==> src/rtl/bit_load_scheduler.sv <==
// Serial bit loader: debounced button rises become {bit, target} commands in a
// small FIFO, and a two-state engine shifts each one into register A or B.
module bit_load_scheduler #(
    parameter int WORD  = 4,
    parameter int DEPTH = 4
) (
    input  logic            clk,
    input  logic            reset,
    input  logic            btn_zero,
    input  logic            btn_one,
    input  logic            swich,
    input  logic            clr,
    output logic [WORD-1:0] bus_a,
    output logic [WORD-1:0] bus_b,
    output logic            full_a,
    output logic            full_b,
    output logic            busy,
    output logic            ovf
);

    localparam int AW = $clog2(DEPTH);
    localparam int CW = $clog2(WORD + 1);
    localparam logic [CW-1:0] CNT_MAX = CW'(WORD);
    localparam logic [AW:0]   PTR_ONE = (AW + 1)'(1);
    localparam logic [CW-1:0] CNT_ONE = CW'(1);

    typedef enum logic {
        IDLE  = 1'b0,
        APPLY = 1'b1
    } state_t;

    state_t          state_q, state_d;
    logic            prev_zero_q, prev_one_q, armed_q;
    logic            cmd_bit_q, cmd_bit_d;
    logic            cmd_tgt_q, cmd_tgt_d;
    logic [AW:0]     wr_ptr_q, wr_ptr_d;
    logic [AW:0]     rd_ptr_q, rd_ptr_d;
    logic [1:0]      mem_q [DEPTH];
    logic [WORD-1:0] bus_a_q, bus_a_d, bus_b_q, bus_b_d;
    logic [CW-1:0]   cnt_a_q, cnt_a_d, cnt_b_q, cnt_b_d;
    logic            ovf_q, ovf_d;
    logic            full_a_q, full_b_q, busy_q;

    logic            rise_zero_s, rise_one_s, one_rise_s;
    logic            fifo_empty_s, fifo_full_s, push_s, drop_s;
    logic            clr_a_s, clr_b_s, hit_full_a_s, hit_full_b_s;
    logic [1:0]      head_s;
    logic [WORD-1:0] app_a_s, app_b_s;
    logic [CW-1:0]   app_cnt_a_s, app_cnt_b_s;

    // Edge detection, FIFO bookkeeping and the IDLE/APPLY engine next-state.
    always_comb begin
        // armed_q blocks a rise on the first cycle after reset, so a held button needs a fresh press.
        rise_zero_s  = armed_q & btn_zero & ~prev_zero_q;
        rise_one_s   = armed_q & btn_one  & ~prev_one_q;
        one_rise_s   = rise_zero_s ^ rise_one_s;
        fifo_empty_s = (wr_ptr_q == rd_ptr_q);
        fifo_full_s  = (wr_ptr_q[AW] != rd_ptr_q[AW]) &&
                       (wr_ptr_q[AW-1:0] == rd_ptr_q[AW-1:0]);
        push_s       = one_rise_s & ~fifo_full_s;
        drop_s       = (rise_zero_s & rise_one_s) | (one_rise_s & fifo_full_s);
        clr_a_s      = clr & ~swich;
        clr_b_s      = clr & swich;
        head_s       = mem_q[rd_ptr_q[AW-1:0]];

        state_d      = state_q;
        cmd_bit_d    = cmd_bit_q;
        cmd_tgt_d    = cmd_tgt_q;
        rd_ptr_d     = rd_ptr_q;
        wr_ptr_d     = push_s ? (wr_ptr_q + PTR_ONE) : wr_ptr_q;
        app_a_s      = bus_a_q;
        app_b_s      = bus_b_q;
        app_cnt_a_s  = cnt_a_q;
        app_cnt_b_s  = cnt_b_q;
        hit_full_a_s = 1'b0;
        hit_full_b_s = 1'b0;

        case (state_q)
            IDLE: begin
                if (!fifo_empty_s) begin
                    cmd_bit_d = head_s[1];
                    cmd_tgt_d = head_s[0];
                    rd_ptr_d  = rd_ptr_q + PTR_ONE;
                    state_d   = APPLY;
                end else begin
                    state_d   = IDLE;
                end
            end
            APPLY: begin
                state_d = IDLE;
                if (cmd_tgt_q == 1'b0) begin
                    if (cnt_a_q != CNT_MAX) begin
                        app_a_s     = {bus_a_q[WORD-2:0], cmd_bit_q};
                        app_cnt_a_s = cnt_a_q + CNT_ONE;
                    end else begin
                        hit_full_a_s = 1'b1;
                    end
                end else begin
                    if (cnt_b_q != CNT_MAX) begin
                        app_b_s     = {bus_b_q[WORD-2:0], cmd_bit_q};
                        app_cnt_b_s = cnt_b_q + CNT_ONE;
                    end else begin
                        hit_full_b_s = 1'b1;
                    end
                end
            end
            default: begin
                state_d = IDLE;
            end
        endcase

        // A clear overrides an APPLY to the same register, including its overflow.
        bus_a_d = clr_a_s ? {WORD{1'b0}} : app_a_s;
        cnt_a_d = clr_a_s ? {CW{1'b0}}   : app_cnt_a_s;
        bus_b_d = clr_b_s ? {WORD{1'b0}} : app_b_s;
        cnt_b_d = clr_b_s ? {CW{1'b0}}   : app_cnt_b_s;
        ovf_d   = (ovf_q & ~clr) | drop_s |
                  (hit_full_a_s & ~clr_a_s) | (hit_full_b_s & ~clr_b_s);
    end

    // State, datapath and registered status outputs.
    always_ff @(posedge clk or negedge reset) begin
        if (!reset) begin
            state_q     <= IDLE;
            prev_zero_q <= 1'b0;
            prev_one_q  <= 1'b0;
            armed_q     <= 1'b0;
            cmd_bit_q   <= 1'b0;
            cmd_tgt_q   <= 1'b0;
            wr_ptr_q    <= {(AW + 1){1'b0}};
            rd_ptr_q    <= {(AW + 1){1'b0}};
            bus_a_q     <= {WORD{1'b0}};
            bus_b_q     <= {WORD{1'b0}};
            cnt_a_q     <= {CW{1'b0}};
            cnt_b_q     <= {CW{1'b0}};
            ovf_q       <= 1'b0;
            full_a_q    <= 1'b0;
            full_b_q    <= 1'b0;
            busy_q      <= 1'b0;
        end else begin
            state_q     <= state_d;
            prev_zero_q <= btn_zero;
            prev_one_q  <= btn_one;
            armed_q     <= 1'b1;
            cmd_bit_q   <= cmd_bit_d;
            cmd_tgt_q   <= cmd_tgt_d;
            wr_ptr_q    <= wr_ptr_d;
            rd_ptr_q    <= rd_ptr_d;
            bus_a_q     <= bus_a_d;
            bus_b_q     <= bus_b_d;
            cnt_a_q     <= cnt_a_d;
            cnt_b_q     <= cnt_b_d;
            ovf_q       <= ovf_d;
            full_a_q    <= (cnt_a_d == CNT_MAX);
            full_b_q    <= (cnt_b_d == CNT_MAX);
            busy_q      <= (wr_ptr_d != rd_ptr_d) || (state_d != IDLE);
        end
    end

    // Command FIFO storage; the target is the swich value at push time.
    always_ff @(posedge clk or negedge reset) begin
        if (!reset) begin
            mem_q <= '{default: 2'b00};
        end else if (push_s) begin
            mem_q[wr_ptr_q[AW-1:0]] <= {rise_one_s, swich};
        end
    end

    assign bus_a  = bus_a_q;
    assign bus_b  = bus_b_q;
    assign full_a = full_a_q;
    assign full_b = full_b_q;
    assign busy   = busy_q;
    assign ovf    = ovf_q;

endmodule

==> config.mk <==
export PLATFORM = sky130hd
export DESIGN_NAME = bit_load_scheduler
export DESIGN_NICKNAME = d
export VERILOG_FILES = /design/src/rtl/bit_load_scheduler.sv
export SDC_FILE = /design/constraint.sdc
export NUM_CORES = 1
export LEC_CHECK = 0
export ABC_AREA = 0
export CORE_MARGIN = 2
export CORE_UTILIZATION = 56
export DETAILED_ROUTE_END_ITERATION = 12
export PLACE_DENSITY_LB_ADDON = 0.1
export REMOVE_ABC_BUFFERS = 1
export SLEW_MARGIN = 20
export SYNTH_ARGS = -nofsm -noshare
export SYNTH_HDL_FRONTEND = slang
export SYNTH_SLANG_ARGS = --single-unit
==> constraint.sdc <==
create_clock -name clk -period 3.5 [get_ports clk]
set_clock_uncertainty 0.1 [all_clocks]
set_input_delay 0.525 -clock clk [delete_from_list [all_inputs] [get_ports clk]]
set_output_delay 0.525 -clock clk [all_outputs]
set_load 0.005 [all_outputs]
==> summary.txt <==
Placement
  • RePlAce Congestion: 0.7638
  • Post-place setup slack: 845.0 ps
  • HPWL Detailed: 2.314 mm
  • Buffers on Ports: 17
  • Placed inst area: 0.002077 mm2

Route
  • Routed vias/inst: 5.378
  • Initial DRC Count: 61
  • Wire per inst: 13.58 um
  • DRT Pass-1 Iters: 4
  • DR vias: 1253
  • Post-route DRC: 0
  • WL final: 3.163 mm
  • Detail Route Antenna Nets: 0

Final layout
  • Final #Nets: 203
  • Final core utilization: 65.71%
  • Layout cells sized above 1: 12.30%
  • Post-route cell area: 0.002158 mm2
  • N_diodes: 0
  • Layout area overhead: 15.00%

Worst setup path
  • Worst path arrival time: 2430 ps
  • Setup CP Type: input pin to register
  • WP data required: 3620 ps
  • Setup crit end kind: register
  • Crit path max fanout: 7
  • Element type at the critical path start: input pin

STA
  • Min setup slack post-route: 1185 ps
  • Fin. max-slew vios: 0
  • Worst slew pin tran: 830.7 ps
  • Unrepaired setup endpoints after global routing: no
  • Tmin final: 2315 ps
  • Final setup violation count: 0
  • Slew margin rel.: 44.62%
  • Max Freq: 432.0 MHz
  • Total negative slack: 0 ps
  • Final hold violation count: 0
  • Final Cycle Share: 66.13%

Floorplanning
  • IO Pins: 18
  • Core ar.: 0.003284 mm2
  • Die ar.: 0.003830 mm2
  • Row count: 21
  • Die H: 61.89 um
  • Initial Util: 57.14%
  • Die width: 61.89 um

Logic synthesis
  • Synthesis warning total: 0
  • Synth Register Bits: 38
  • Library cells used by synthesis: 35
  • Cell Area, Synth: 0.001877 mm2
  • Post-synth top area share: 50.67%
  • Ranking of synthesized cells by area: dfrtp_1, ha_1, mux2_2
  • Seq/Total Area, Yosys: 50.67%
  • Syn Inst Count: 167
  • Post-synth top area cell: dfrtp_1
  • Mean post-synth cell area: 11.24 um2

Global routing
  • GR Util All Layers: 19.55%
  • Vias in the first global route: 1129
  • First-pass GRT wire length: 5.326 mm
  • Pin count of the biggest net entering global routing: 39
  • Antenna violations before repair: 0
  • Global route overflow: 0

Clocking
  • Clk sinks: 38
  • Hold Buf Count CTS: 0
  • Clock transition at path regs: 120 ps
  • H-tree Lvls: 2
  • Skew-Pair Late Insertion Delay: 340 ps
  • Post-CTS sizing: 0
  • CTS root buffer: clkbuf_4
  • Post-CTS setup buffer count: 0
  • Max Root-Sink Buffers: 2
  • Total CTS buffers: 5
  • CTS tree: done

Power and ir drop
  • Pwr Density: 810.3 mW/mm2
  • Worst vdd ir: 487.5 uV
  • Leakage: 0.9909 nW

Status
  • Status: finished, final reports clean

Run
  • Max_cap viols: 0

Hold path
  • Hold WC Path Type: input pin to async pin
[synthesized netlist by cell type]
cell type,count
nor2_1,13
a221o_1,1
nand2_1,22
and4b_1,1
o221ai_1,1
or3_1,1
o31ai_1,1
nand3_1,10
a211oi_1,1
o21ai_0,3
conb_1,1
and2_4,1
mux2i_1,5
clkbuf_1,1
nor2b_1,2
buf_1,1
mux2_2,11
mux4_1,2
xor2_1,3
xnor2_1,5
nor4bb_1,1
dfrtp_1,38
o311ai_0,2
xnor2_2,1
nand2b_1,3
a21oi_1,7
a31oi_4,1
ha_1,10
buf_4,2
nor4b_1,1
nor3_1,2
a21oi_4,1
and2_1,3
inv_1,8
o211ai_1,1
[cell families (layout without fill, tap and decap cells)]
family | after synthesis | after routing | share of synthesized area (%)
and+or+nand+nor | 60 | 60 | 15.20
DFF | 38 | 38 | 50.67
AOI/OAI and AO/OA | 19 | 19 | 7.801
muxes | 18 | 18 | 12.07
buffers and inverters | 12 | 32 | 2.799
adders and majority gates | 10 | 10 | 6.667
xor gates and xnor gates | 9 | 9 | 4.600
other | 1 | 1 | 0.1998
[state kept, by name (all words and copies together) (netlist names), 3 cells and up]
name	count
wr_ptr_q	3
cnt_a_q	3
cnt_b_q	3
bus_b	4
rd_ptr_q	3
mem_q	8
bus_a	4
[final timing paths]
kind                            startpoint        to  slack [ps]  cells past startpoint
max in group asynchronous            reset  bus_b[0]        2590                      1
worst max register to register     armed_q  mem_q[7]        1510                      7
min in group clk                  mem_q[5]  mem_q[5]         410                      1
worst max-delay path               btn_one  mem_q[7]        1190                      8
worst min-delay path                 reset  mem_q[0]         180                      1
worst min register to register    mem_q[5]  mem_q[5]         410                      1
[layout by cell type (no fill, tap or decap), drive strengths merged, types with 2 or more instances in the layout]
master,netlist,final
a21oi,8,8
and2,4,4
clkbuf,1,6
clkdlybuf4s50,0,16
dfrtp,38,38
ha,10,10
inv,8,8
mux2,11,11
mux2i,5,5
mux4,2,2
nand2,22,22
nand2b,3,3
nand3,10,10
nor2,13,13
nor2b,2,2
nor3,2,2
o21ai,3,3
o311ai,2,2
xnor2,6,6
xor2,3,3
[power by group]
group / total (mW) / switching [mW] / internal [mW]
combinational: 0.724 / 0.362 / 0.361
clock: 0.302 / 0.135 / 0.166
sequential: 0.724 / 0.143 / 0.580
[layer usage]
layer  wire length [um]  part of all wire, %  global-route usage, %  up-vias
met2               1533                   48                  31.73       29
met1               1465                   46                  25.37      602
met5                  0                    0                      0        -
met4                 50                  1.6                  5.471        0
met3                113                  3.6                  6.211        7
li1                   -                    -                      -      615
[area by class of cell]
type                            count  area [um2]
Tap cell                           46       57.56
Clock buffer                        6       51.30
Sequential cell                    38       950.9
Timing Repair Buffer               17       165.2
Multi-Input combinational cell    117       873.3
Fill cell                         264        1126
Inverter                            8       30.03
Clock inverter                      1       30.03
[through the flow]
stage	hold slack [ps]	power, mW	cells
finish	177.2	1.749	233
global route	225.3	1.902	233
detailed placement	391.8	1.456	226
CTS	187.6	1.766	233
floorplan	129.4	1.263	163
global placement	382.0	1.426	226
[critical path, cell delays in order]
cell and delay (ps):
clkdlybuf4s50_1 470, nand2_1 50, nor2_1 280, ha_1 310, inv_1 100, a31oi_4 260, nand2_1 140, mux2_2 290
Power figures use the tool's default switching activity.
